<file path="src/rtl/credit_link_tx.sv">
// Credit-based link transmitter: pops the upstream fifo while downstream credits remain and registers flits onto the link.
// Optional CREDIT_LINK_TX_STATS_EN adds flit_cnt_o / stall_cnt_o statistics counters.
module credit_link_tx #(
   parameter int SIZE    = 8,
   parameter int CREDITS = 16,
   parameter int CW      = 5
) (
   input  logic            clk_i,
   input  logic            rst_ni,
   input  logic            enable_i,
   input  logic            fifo_empty_i,
   input  logic [SIZE-1:0] fifo_item_i,
   output logic            fifo_read_o,
   output logic            link_valid_o,
   output logic [SIZE-1:0] link_data_o,
   input  logic            credit_in_i,
   output logic [CW-1:0]   credits_o,
   output logic [1:0]      state_o,
   output logic            err_ovf_o
`ifdef CREDIT_LINK_TX_STATS_EN
   ,
   output logic [15:0]     flit_cnt_o,
   output logic [15:0]     stall_cnt_o
`endif
);

   typedef enum logic [1:0] {
      IDLE  = 2'd0,
      SEND  = 2'd1,
      STALL = 2'd2
   } state_e;

   localparam logic [CW-1:0] CRED_MAX = CW'(CREDITS);
   localparam logic [CW-1:0] CRED_ONE = CW'(1);

   state_e            state_q, state_d;
   logic [CW-1:0]     credits_q, credits_d;
   logic              link_valid_q, link_valid_d;
   logic [SIZE-1:0]   link_data_q, link_data_d;
   logic              err_q, err_d;
   logic              send;
   logic              blocked;

   // Reset is folded in so no pop escapes while the block is held in reset.
   assign send    = rst_ni & enable_i & ~fifo_empty_i & (credits_q != '0);
   assign blocked = enable_i & ~fifo_empty_i & (credits_q == '0);

   always_ff @(posedge clk_i or negedge rst_ni) begin
      if (!rst_ni) begin
         state_q      <= IDLE;
         credits_q    <= CRED_MAX;
         link_valid_q <= 1'b0;
         link_data_q  <= '0;
         err_q        <= 1'b0;
      end else begin
         state_q      <= state_d;
         credits_q    <= credits_d;
         link_valid_q <= link_valid_d;
         link_data_q  <= link_data_d;
         err_q        <= err_d;
      end
   end

   always_comb begin
      state_d      = IDLE;
      credits_d    = credits_q;
      err_d        = err_q;
      link_valid_d = send;
      link_data_d  = link_data_q;

      if (send) begin
         link_data_d = fifo_item_i;
      end

      // A credit arriving alongside a pop cancels it out.
      case ({send, credit_in_i})
         2'b10: credits_d = credits_q - CRED_ONE;
         2'b01: begin
            if (credits_q == CRED_MAX) begin
               err_d = 1'b1;
            end else begin
               credits_d = credits_q + CRED_ONE;
            end
         end
         default: ;
      endcase

      if (send) begin
         state_d = SEND;
      end else if (blocked) begin
         state_d = STALL;
      end
   end

   assign fifo_read_o  = send;
   assign link_valid_o = link_valid_q;
   assign link_data_o  = link_data_q;
   assign credits_o    = credits_q;
   assign state_o      = state_q;
   assign err_ovf_o    = err_q;

`ifdef CREDIT_LINK_TX_STATS_EN
   logic [15:0] flit_cnt_q, flit_cnt_d;
   logic [15:0] stall_cnt_q, stall_cnt_d;

   always_ff @(posedge clk_i or negedge rst_ni) begin
      if (!rst_ni) begin
         flit_cnt_q  <= '0;
         stall_cnt_q <= '0;
      end else begin
         flit_cnt_q  <= flit_cnt_d;
         stall_cnt_q <= stall_cnt_d;
      end
   end

   // Flit count wraps; stall count sticks at its maximum.
   always_comb begin
      flit_cnt_d  = flit_cnt_q;
      stall_cnt_d = stall_cnt_q;
      if (send) begin
         flit_cnt_d = flit_cnt_q + 16'd1;
      end
      if ((state_q == STALL) && (stall_cnt_q != 16'hFFFF)) begin
         stall_cnt_d = stall_cnt_q + 16'd1;
      end
   end

   assign flit_cnt_o  = flit_cnt_q;
   assign stall_cnt_o = stall_cnt_q;
`endif

endmodule

</file>
<file path="config.mk">
export PLATFORM = sky130hd
export DESIGN_NAME = credit_link_tx
export DESIGN_NICKNAME = d
export VERILOG_FILES = /design/src/rtl/credit_link_tx.sv
export SDC_FILE = /design/constraint.sdc
export NUM_CORES = 1
export LEC_CHECK = 0
export ABC_AREA = 1
export BUFFER_PORTS_ARGS = -buffer_cell sky130_fd_sc_hd__buf_2
export CORE_MARGIN = 2
export CORE_UTILIZATION = 50
export DETAILED_ROUTE_END_ITERATION = 7
export PLACE_DENSITY = 0.88
export SLEW_MARGIN = 20
export SYNTH_ARGS = -nofsm -noshare
export SYNTH_HDL_FRONTEND = slang
export SYNTH_SLANG_ARGS = --single-unit
</file>
<file path="constraint.sdc">
create_clock -name clk_i -period 3.4 [get_ports clk_i]
set_clock_uncertainty 0.05 [all_clocks]
set_input_delay 0.68 -clock clk_i [delete_from_list [all_inputs] [get_ports clk_i]]
set_output_delay 0.68 -clock clk_i [all_outputs]
set_load 0.05 [all_outputs]
</file>
==> results of run 1 <==
## per-stage QoR
| stage | cells | instance area (um2) | power, mW | setup slack, ns |
|---|---|---|---|---|
| final | 139 | 1020 | 0.942 | 0.959 |
| after global routing | 139 | 1020 | 0.995 | 0.862 |
| after CTS | 139 | 1020 | 0.944 | 0.954 |
| after global placement | 135 | 982 | 0.795 | 0.986 |
| after detailed placement | 135 | 982 | 0.815 | 0.916 |
| after floorplan | 90 | 823 | 0.695 | 1.30 |
## cells by family (layout without fill, tap and decap cells)
kind of cell	Yosys count	count (layout)
compound gates	5	5
xor+xnor	3	3
fa+ha+maj	5	5
buf+inv	9	42
flops	16	16
simple gates	52	52
## final cells by class
type                       instances  area [um2]
clock buffer                       4        36.3
fill                             125         505
inverter                           7        26.3
multi-input combinational         65         377
sequential                        16         402
tap                               16        20.0
timing repair buffer              31         158
## flip-flops by register name (all words and copies together) (netlist names)
signal and cells:
link_data_o 8, state_o 2, err_ovf_o 1, credits_o 5
## power groups by stage
stage                     combinational [mW]  clock, mW  sequential, mW
final                                  0.503      0.131           0.308
after CTS                              0.507      0.129           0.309
after floorplan                        0.191          0           0.504
after global placement                 0.486          0           0.309
after global routing                   0.540      0.137           0.319
after detailed placement               0.504          0           0.311
## worst max-delay path, stage by stage, from the launching register on
cell and delay, ns:
dfstp_2 0.57, inv_1 0.07, nand3_2 0.10, nand2_2 0.17
inv_2 0.21, buf_2 0.30
## layout by cell type, fill, tap and decap left out, drive strengths merged
| cell | instances |
|---|---|
| nor2 | 8 |
| inv | 7 |
| xor2 | 2 |
| nand4 | 1 |
| xnor2 | 1 |
| buf | 31 |
| nand3b | 1 |
| fa | 1 |
| nor3b | 1 |
| dfstp | 1 |
| nand3 | 6 |
| clkbuf | 4 |
| ha | 4 |
| dfrtp | 15 |
| o21bai | 1 |
| a21oi | 4 |
| nand2 | 35 |
## path summary, 6_finish.rpt
| check | startpoint | end | slack, ns | cells after the start |
|---|---|---|---|---|
| worst max register to register | credits_o[1] | credits_o[4] | 1.14 | 12 |
| max in group asynchronous | rst_ni | credits_o[4] | 2.78 | 2 |
| min in group clk_i | link_data_o[2] | link_data_o[2] | 0.44 | 2 |
| worst min register to register | link_data_o[2] | link_data_o[2] | 0.44 | 2 |
| worst max-delay path | credits_o[4] | fifo_read_o | 0.96 | 5 |
| worst min-delay path | rst_ni | err_ovf_o | 0.27 | 2 |
## routing by layer
| metal | part of all wire (%) | GRT usage (%) |
|---|---|---|
| met1 | 42 | 28.0 |
| met5 | 0 | 0 |
| met3 | 5.3 | 4.08 |
| met4 | 1.6 | 9.09 |
| met2 | 51 | 34.5 |
==> reports/results.ini, run 1 <==
[synth]
synthFlopType = dfrtp_1
yosys-mux-area-fraction_pct = 0
synth_compound_area_share_pct = 3.34
synth_adder_area_share_pct = 8.51
synth_seq_cells = 16
synth_common_cells = nand2_1 (31), dfrtp_1 (15), inv_1 (6), nor2_1 (6)
synthTopCellsByArea = dfrtp_1 (46%), nand2_1 (14%), ha_1 (6.1%)
synth_top_area_share_pct = 45.6
synth_cells = 90
syn_nets = 108
synth_area_leader_cell = dfrtp_1
synth-edff-count = 0
synth_simple_gate_area_share_pct = 30.7
syn_area_um2 = 823
synth_xor_xnor_area_share_pct = 3.19
async_flop_share_pct = 100
avgSynthCellArea_um2 = 9.15
synth_top_family_by_area = simple AND/OR/NAND/NOR gates
ys_seq_area_share_pct = 48.8
yosysMostFrequentCell = nand2_1
yosys_warnings = 0
ys_types = 22

[floorplanning]
die_w_um = 44.6
rows = 14
die_height_um = 44.6
fp.coreArea_mm2 = 0.00152
start_util_pct = 54.0
die_area_mm2 = 0.00199
io_pins = 31

[routing]
remaining_drc_errors = 0
drt_iter0_markers = 12
wl_um = 1870
firstDrtPassIters = 4
drtAntennaViolNets = 0
vias = 733
vias_per_cell = 5.27
wl_per_cell_um = 13.5

[clocking]
hold_buffers = 0
cts_buffers = 3
cts_sinks = 16
cts_buffer_depth = 2
htree_levels = 1
post_cts_buffers = 0
clk_pin_slew_ns = 0.10
cts_tree = done
clkLatencyLatePin_ns = 0.29
cts.repair.resized = 0
cts_root_buf = clkbuf_4

[grt]
grt_max_degree = 17
grt_remaining_overflow = 0
grt_antenna_before_repair = 0
grt_pass1_vias = 691
grt_first_pass_wirelength_um = 3050
grt_usage_pct = 21.4

[pwr]
combPwrFrac_pct = 53.4
vdd.ir_drop.worst_uv = 648
switching_share_pct = 51.4
clkPwrFrac_pct = 13.9
leakage_nw = 0.576
pwr-share-seq_pct = 32.7
netSwitchingPower_mw = 0.485
power_per_cell_area_mw_per_mm2 = 925
internal_power_mw = 0.458

[critical_path]
crit_arrival_ns = 1.71
worst_ep_required_time_ns = 2.67
path_class = reg2out
worst_setup_path_end_kind = primary output
cp_max_fo = 12
cp-start-kind = register

[layout]
num_antenna_cells = 0
utilization_pct = 66.8
drive_above_1_share_pct = 38.2
area_growth_pct = 23.7
nNetsFinal = 142

[timing]
setup-violations-final = 0
rsz0062_at_grt = no
worst_pin_slew_ns = 0.251
tns_ns = 0
finalCritPeriodShare_pct = 71.8
slew_headroom_pct = 83.2
timing.hold.ws_ns = 0.272
clock.fmax_mhz = 410
slew_violations = 0
period_minus_slack_ns = 2.44
hold_viol = 0

[outcome]
status = complete, no violations

[placed_design]
post-dp-hpwl_um = 1410
routabilityCongestion = 0.845
io_buffers = 30

[run]
maxCapViolCount = 0

[worst_hold_path]
worst_hold_path_type = in2async

Power figures use the tool's default switching activity.
==> inputs of run 2 (changes only) <==
- CORE_UTILIZATION: 50 -> 42
- PLACE_DENSITY: 0.88 -> 0.8
- clock period: 3.4 -> 2.1 ns (I/O delays scaled with it)
==> reports/results.ini, run 2 (synthesis results as in run 1) <==
[outcome]
status = complete, no violations  ; unchanged

[critical_path]
cp_max_fo = 11  ; was 12
cp-start-kind = register  ; unchanged
r2r_cells = 13  ; was 12
worst_setup_path_end_kind = primary output  ; unchanged
crit_arrival_ns = 1.54  ; was 1.71 ns
path_class = reg2out  ; unchanged
worst_ep_required_time_ns = 1.63  ; was 2.67 ns
reg2reg_from = credits_o[2]  ; was credits_o[1]
rrSetupSlack_ns = 0.12  ; was 1.14 ns
rr_endpoint = credits_o[4]  ; unchanged

[routing]
drt_iter0_markers = 5  ; was 12
wl_um = 1760  ; was 1870 um
vias = 716  ; was 733
firstDrtPassIters = 2  ; was 4
drtAntennaViolNets = 0  ; unchanged
wl_per_cell_um = 11.5  ; was 13.5 um
vias_per_cell = 4.68  ; was 5.27
remaining_drc_errors = 0  ; unchanged

[timing]
period_minus_slack_ns = 2.01
slew_headroom_pct = 83.4  ; was 83.2%
tns_ns = 0  ; unchanged
clock.fmax_mhz = 498
rsz0062_at_grt = no  ; unchanged
hold_viol = 0  ; unchanged
finalCritPeriodShare_pct = 95.7
slew_violations = 0  ; unchanged
worst_pin_slew_ns = 0.251  ; about the same
setup-violations-final = 0  ; unchanged

[worst_hold_path]
worst_hold_path_type = in2async  ; unchanged

[clocking]
cts_root_buf = clkbuf_4  ; unchanged
post_cts_buffers = 0  ; unchanged
cts_buffers = 3  ; unchanged
htree_levels = 1  ; unchanged
hold_buffers = 0  ; unchanged
cts_buffer_depth = 2  ; unchanged
cts_sinks = 16  ; unchanged
clk_pin_slew_ns = 0.09  ; was 0.10 ns
clkLatencyLatePin_ns = 0.28  ; was 0.29 ns
cts_tree = done  ; unchanged

[grt]
grt_remaining_overflow = 0  ; unchanged
grt_max_degree = 17  ; unchanged
grt_first_pass_wirelength_um = 2800  ; was 3050 um
grt_pass1_vias = 695  ; was 691
grt_usage_pct = 17.4  ; was 21.4%
grt_antenna_before_repair = 0  ; unchanged

[floorplanning]
start_util_pct = 43.3  ; was 54.0%
die_area_mm2 = 0.00233  ; was 0.00199 mm2
rows = 16  ; was 14
fp.coreArea_mm2 = 0.00190  ; was 0.00152 mm2
die_height_um = 48.3  ; was 44.6 um
die_w_um = 48.3  ; was 44.6 um
io_pins = 31  ; unchanged

[placed_design]
routabilityCongestion = 0.802  ; was 0.845
post-dp-hpwl_um = 1380  ; was 1410 um
io_buffers = 30  ; unchanged

[pwr]
leakage_nw = 0.592  ; was 0.576 nW
p_total_mw = 1.54  ; was 0.942 mW
power_per_cell_area_mw_per_mm2 = 1430  ; was 925 mW/mm2
vdd.ir_drop.worst_uv = 671  ; was 648 uV

[layout]
fillCellCount = 188  ; was 125
final_common_cell = nand2_1  ; unchanged
nNetsFinal = 145  ; was 142
area_growth_pct = 30.9  ; was 23.7%
largest_reg_flops = 8  ; unchanged
final_cell_mix = nand2_1 (31), buf_2 (29), dfrtp_1 (15)  ; was nand2_1 (31), buf_2 (30), dfrtp_1 (15)
drive_above_1_share_pct = 40.5  ; was 38.2%
num_antenna_cells = 0  ; unchanged

[run]
maxCapViolCount = 0  ; unchanged

run 2: worst max path at each step:
stage                       startpoint            to  slack (ns)  depth (start not counted)
after floorplan           credits_o[1]  credits_o[4]       0.002                         13
after global placement        enable_i  credits_o[4]        0.15                         13
after detailed placement      enable_i  credits_o[4]        0.06                         14
after CTS                 credits_o[4]   fifo_read_o        0.02                          6
after global routing      credits_o[3]  credits_o[4]       0.003                         13
final                     credits_o[4]   fifo_read_o        0.09                          6
run 2: layout make-up:
cell class / instances / area (um2) / share of cell area (%)
multi-input cells: 65 / 384 / 35.7
flip-flops and latches: 16 / 402 / 37.3
clock buffers: 4 / 36.3 / 3.37
repair buffers: 34 / 190 / 17.7
well taps: 27 / 33.8 / 3.14
inverters: 7 / 31.3 / 2.90
run 2: critical path, cell delays in order, from the launching register on:
cell and delay, ns:
dfstp_2 0.56, inv_1 0.06, nand3_2 0.10, nand2_2 0.08
buf_4 0.20, inv_6 0.10, buf_8 0.15
run 2: stage by stage:
step | hold WS [ns] | area (um2) | cells | util [%] | worst slack, ns
2_1_floorplan | 0.0744 | 823 | 90 | - | 0.00247
3_3_place_gp | 0.344 | 1020 | 149 | 53.6 | 0.150
3_5_place_dp | 0.350 | 1020 | 149 | 53.6 | 0.0619
4_1_cts | 0.0380 | 1060 | 153 | 55.8 | 0.0164
5_1_grt | 0.0464 | 1080 | 153 | 56.6 | 0.00274
6_report | 0.0438 | 1080 | 153 | 56.6 | 0.0900
run 2: repair_timing:
item,CTS,global route
gates cloned,0,0
endpoints found under the setup margin,1,2
hold endpoints to repair,0,0
gates resized for setup,2,5
run 2: routing by layer:
metal	vias to the layer above	part of all wire (%)	routed length, um	global-route usage [%]
li1	354	-	-	-
met1	339	44	784	21.1
met2	21	51	902	31.8
met3	2	4.0	70	2.59
met4	0	0.34	6	4.86
met5	-	0	0	0
run 2: power breakdown:
| group | switching, mW | internal [mW] |
|---|---|---|
| Clock | 0.0943 | 0.105 |
| Sequential | 0.0725 | 0.408 |
| Combinational | 0.605 | 0.256 |
| Total | 0.772 | 0.769 |
==> inputs of run 3 (changes only) <==
- ABC_CLOCK_PERIOD_IN_PS: unset -> 2100
- BUFFER_PORTS_ARGS: -buffer_cell sky130_fd_sc_hd__buf_2 -> unset
- CORE_UTILIZATION: 42 -> 53
- DONT_BUFFER_PORTS: unset -> 1
- PLACE_DENSITY: 0.8 -> 0.78
- RECOVER_POWER: unset -> 100
==> reports/results.ini, run 3 (synthesis results as in run 1) <==
[layout]
final_common_cell = nand2_1  ; unchanged
num_antenna_cells = 0  ; unchanged
largest_reg_flops = 8  ; unchanged
final_cell_mix = nand2_1 (31), dfrtp_1 (15), inv_1 (6), nor2_1 (6), buf_4 (6)  ; was nand2_1 (31), buf_2 (29), dfrtp_1 (15)
nNetsFinal = 119  ; was 145
drive_above_1_share_pct = 22.0  ; was 40.5%
utilization_pct = 61.5  ; was 56.6%
area_growth_pct = 11.2  ; was 30.9%
final_area_um2 = 916  ; was 0.00108 mm2

[timing]
finalCritPeriodShare_pct = 95.8  ; was 95.7%
period_minus_slack_ns = 2.01  ; about the same
slew_headroom_pct = 53.3  ; was 83.4%
clock.fmax_mhz = 497  ; was 498 MHz
timing.hold.ws_ns = 0.153  ; was 0.0438 ns
hold_viol = 0  ; unchanged
postLayoutSetupSlackWorst_ns = 0.0881  ; was 0.0900 ns
setup-violations-final = 0  ; unchanged
tns_ns = 0  ; unchanged
rsz0062_at_grt = yes  ; was no
worst_pin_slew_ns = 0.699  ; was 0.251 ns
slew_violations = 0  ; unchanged

[clocking]
htree_levels = 1  ; unchanged
cts_root_buf = clkbuf_4  ; unchanged
cts_buffers = 3  ; unchanged
clk_pin_slew_ns = 0.08  ; was 0.09 ns
cts_sinks = 16  ; unchanged
clkLatencyLatePin_ns = 0.28  ; about the same
cts_buffer_depth = 2  ; unchanged
cts_tree = done  ; unchanged

[pwr]
leakage_nw = 0.477  ; was 0.592 nW
combPwrFrac_pct = 46.2  ; was 55.9%
power_per_cell_area_mw_per_mm2 = 1580  ; was 1430 mW/mm2
clkPwrFrac_pct = 11.3  ; was 13.0%
internal_power_mw = 0.698  ; was 0.769 mW
vdd.ir_drop.worst_uv = 895  ; was 671 uV
switching_share_pct = 51.8  ; was 50.1%
pwr-share-seq_pct = 42.6  ; was 31.1%
netSwitchingPower_mw = 0.750  ; was 0.772 mW

[routing]
remaining_drc_errors = 0  ; unchanged
wl_um = 1560  ; was 1760 um
drtAntennaViolNets = 0  ; unchanged
vias = 611  ; was 716
firstDrtPassIters = 4  ; was 2
wl_per_cell_um = 13.5  ; was 11.5 um
drt_iter0_markers = 7  ; was 5
vias_per_cell = 5.27  ; was 4.68

[grt]
grt_antenna_before_repair = 0  ; unchanged
grt_remaining_overflow = 0  ; unchanged
grt_usage_pct = 19.7  ; was 17.4%
grt_pass1_vias = 651  ; was 695
grt_max_degree = 17  ; unchanged
grt_first_pass_wirelength_um = 2740  ; was 2800 um

[worst_hold_path]
worst_hold_path_type = in2reg  ; was in2async

[placed_design]
post-dp-hpwl_um = 1170  ; was 1380 um
placed_area_um2 = 877  ; was 0.00102 mm2
routabilityCongestion = 0.780  ; was 0.802
dp_slack_ns = 0.129  ; was 0.0619 ns
io_buffers = 0  ; was 30

[critical_path]
worst_ep_required_time_ns = 1.63  ; about the same
cp_max_fo = 11  ; unchanged
cp-start-kind = register  ; unchanged
crit_arrival_ns = 1.54  ; about the same
worst_setup_path_end_kind = primary output  ; unchanged
path_class = reg2out  ; unchanged

[outcome]
status = complete, no violations  ; unchanged

[floorplanning]
io_pins = 31  ; unchanged
rows = 14  ; was 16
fp.coreArea_mm2 = 0.00149  ; was 0.00190 mm2
die_w_um = 43.4  ; was 48.3 um
die_area_mm2 = 0.00188  ; was 0.00233 mm2
start_util_pct = 55.3  ; was 43.3%
die_height_um = 43.4  ; was 48.3 um

[run]
maxCapViolCount = 0  ; unchanged

==> run 3: stage by stage <==
step / instances / power [mW]
2_1_floorplan: 90 / 1.13
3_3_place_gp: 111 / 1.25
3_5_place_dp: 111 / 1.29
4_1_cts: 116 / 1.46
5_1_grt: 116 / 1.56
6_report: 116 / 1.45
==> run 3: worst max-delay path, stage by stage (launching register included) <==
cell,delay (ns)
dfstp_2,0.54
inv_1,0.06
nand3_2,0.10
nand2_2,0.08
buf_4,0.19
inv_2,0.30
==> run 3: layout make-up <==
| type | count | area (um2) |
|---|---|---|
| timing repair buffer | 8 | 60.1 |
| sequential | 16 | 402 |
| tap | 16 | 20.0 |
| inverter | 7 | 26.3 |
| multi-input combinational | 65 | 382 |
| clock buffer | 4 | 26.3 |
| fill | 137 | 573 |
==> run 3: per-layer routing <==
layer	wire, um	track usage [%]	up-vias
met5	0	0	-
met2	802	32.5	25
met4	9	7.27	0
li1	-	-	300
met3	114	6.25	2
met1	634	24.4	284
==> run 3: repair_timing <==
action                     4_1_cts  5_1_grt
hold endpoints to repair        16        0
hold buffers                     1        0
resized for setup                0        1
setup endpoints to repair        0        1
setup buffers                    0        0
==> run 3: path summary, 6_finish.rpt <==
kind                              startpoint             end  slack [ns]  cells after the start
worst max-delay path            credits_o[4]     fifo_read_o        0.09                      5
worst min-delay path            fifo_empty_i      state_o[1]        0.15                      1
worst max register to register  credits_o[4]    credits_o[4]        0.16                     13
worst min register to register  credits_o[2]      state_o[1]        0.54                      3
max in group asynchronous             rst_ni  link_data_o[3]        0.98                      1
min in group asynchronous             rst_ni    credits_o[3]        0.57                      1
==> run 3: power by group through the flow <==
stage / clock network (mW) / registers (mW) / logic [mW]
final: 0.163 / 0.616 / 0.669
after global routing: 0.184 / 0.631 / 0.741
after CTS: 0.168 / 0.619 / 0.674
after detailed placement: 0 / 0.625 / 0.662
after global placement: 0 / 0.620 / 0.635
after floorplan: 0 / 0.816 / 0.310
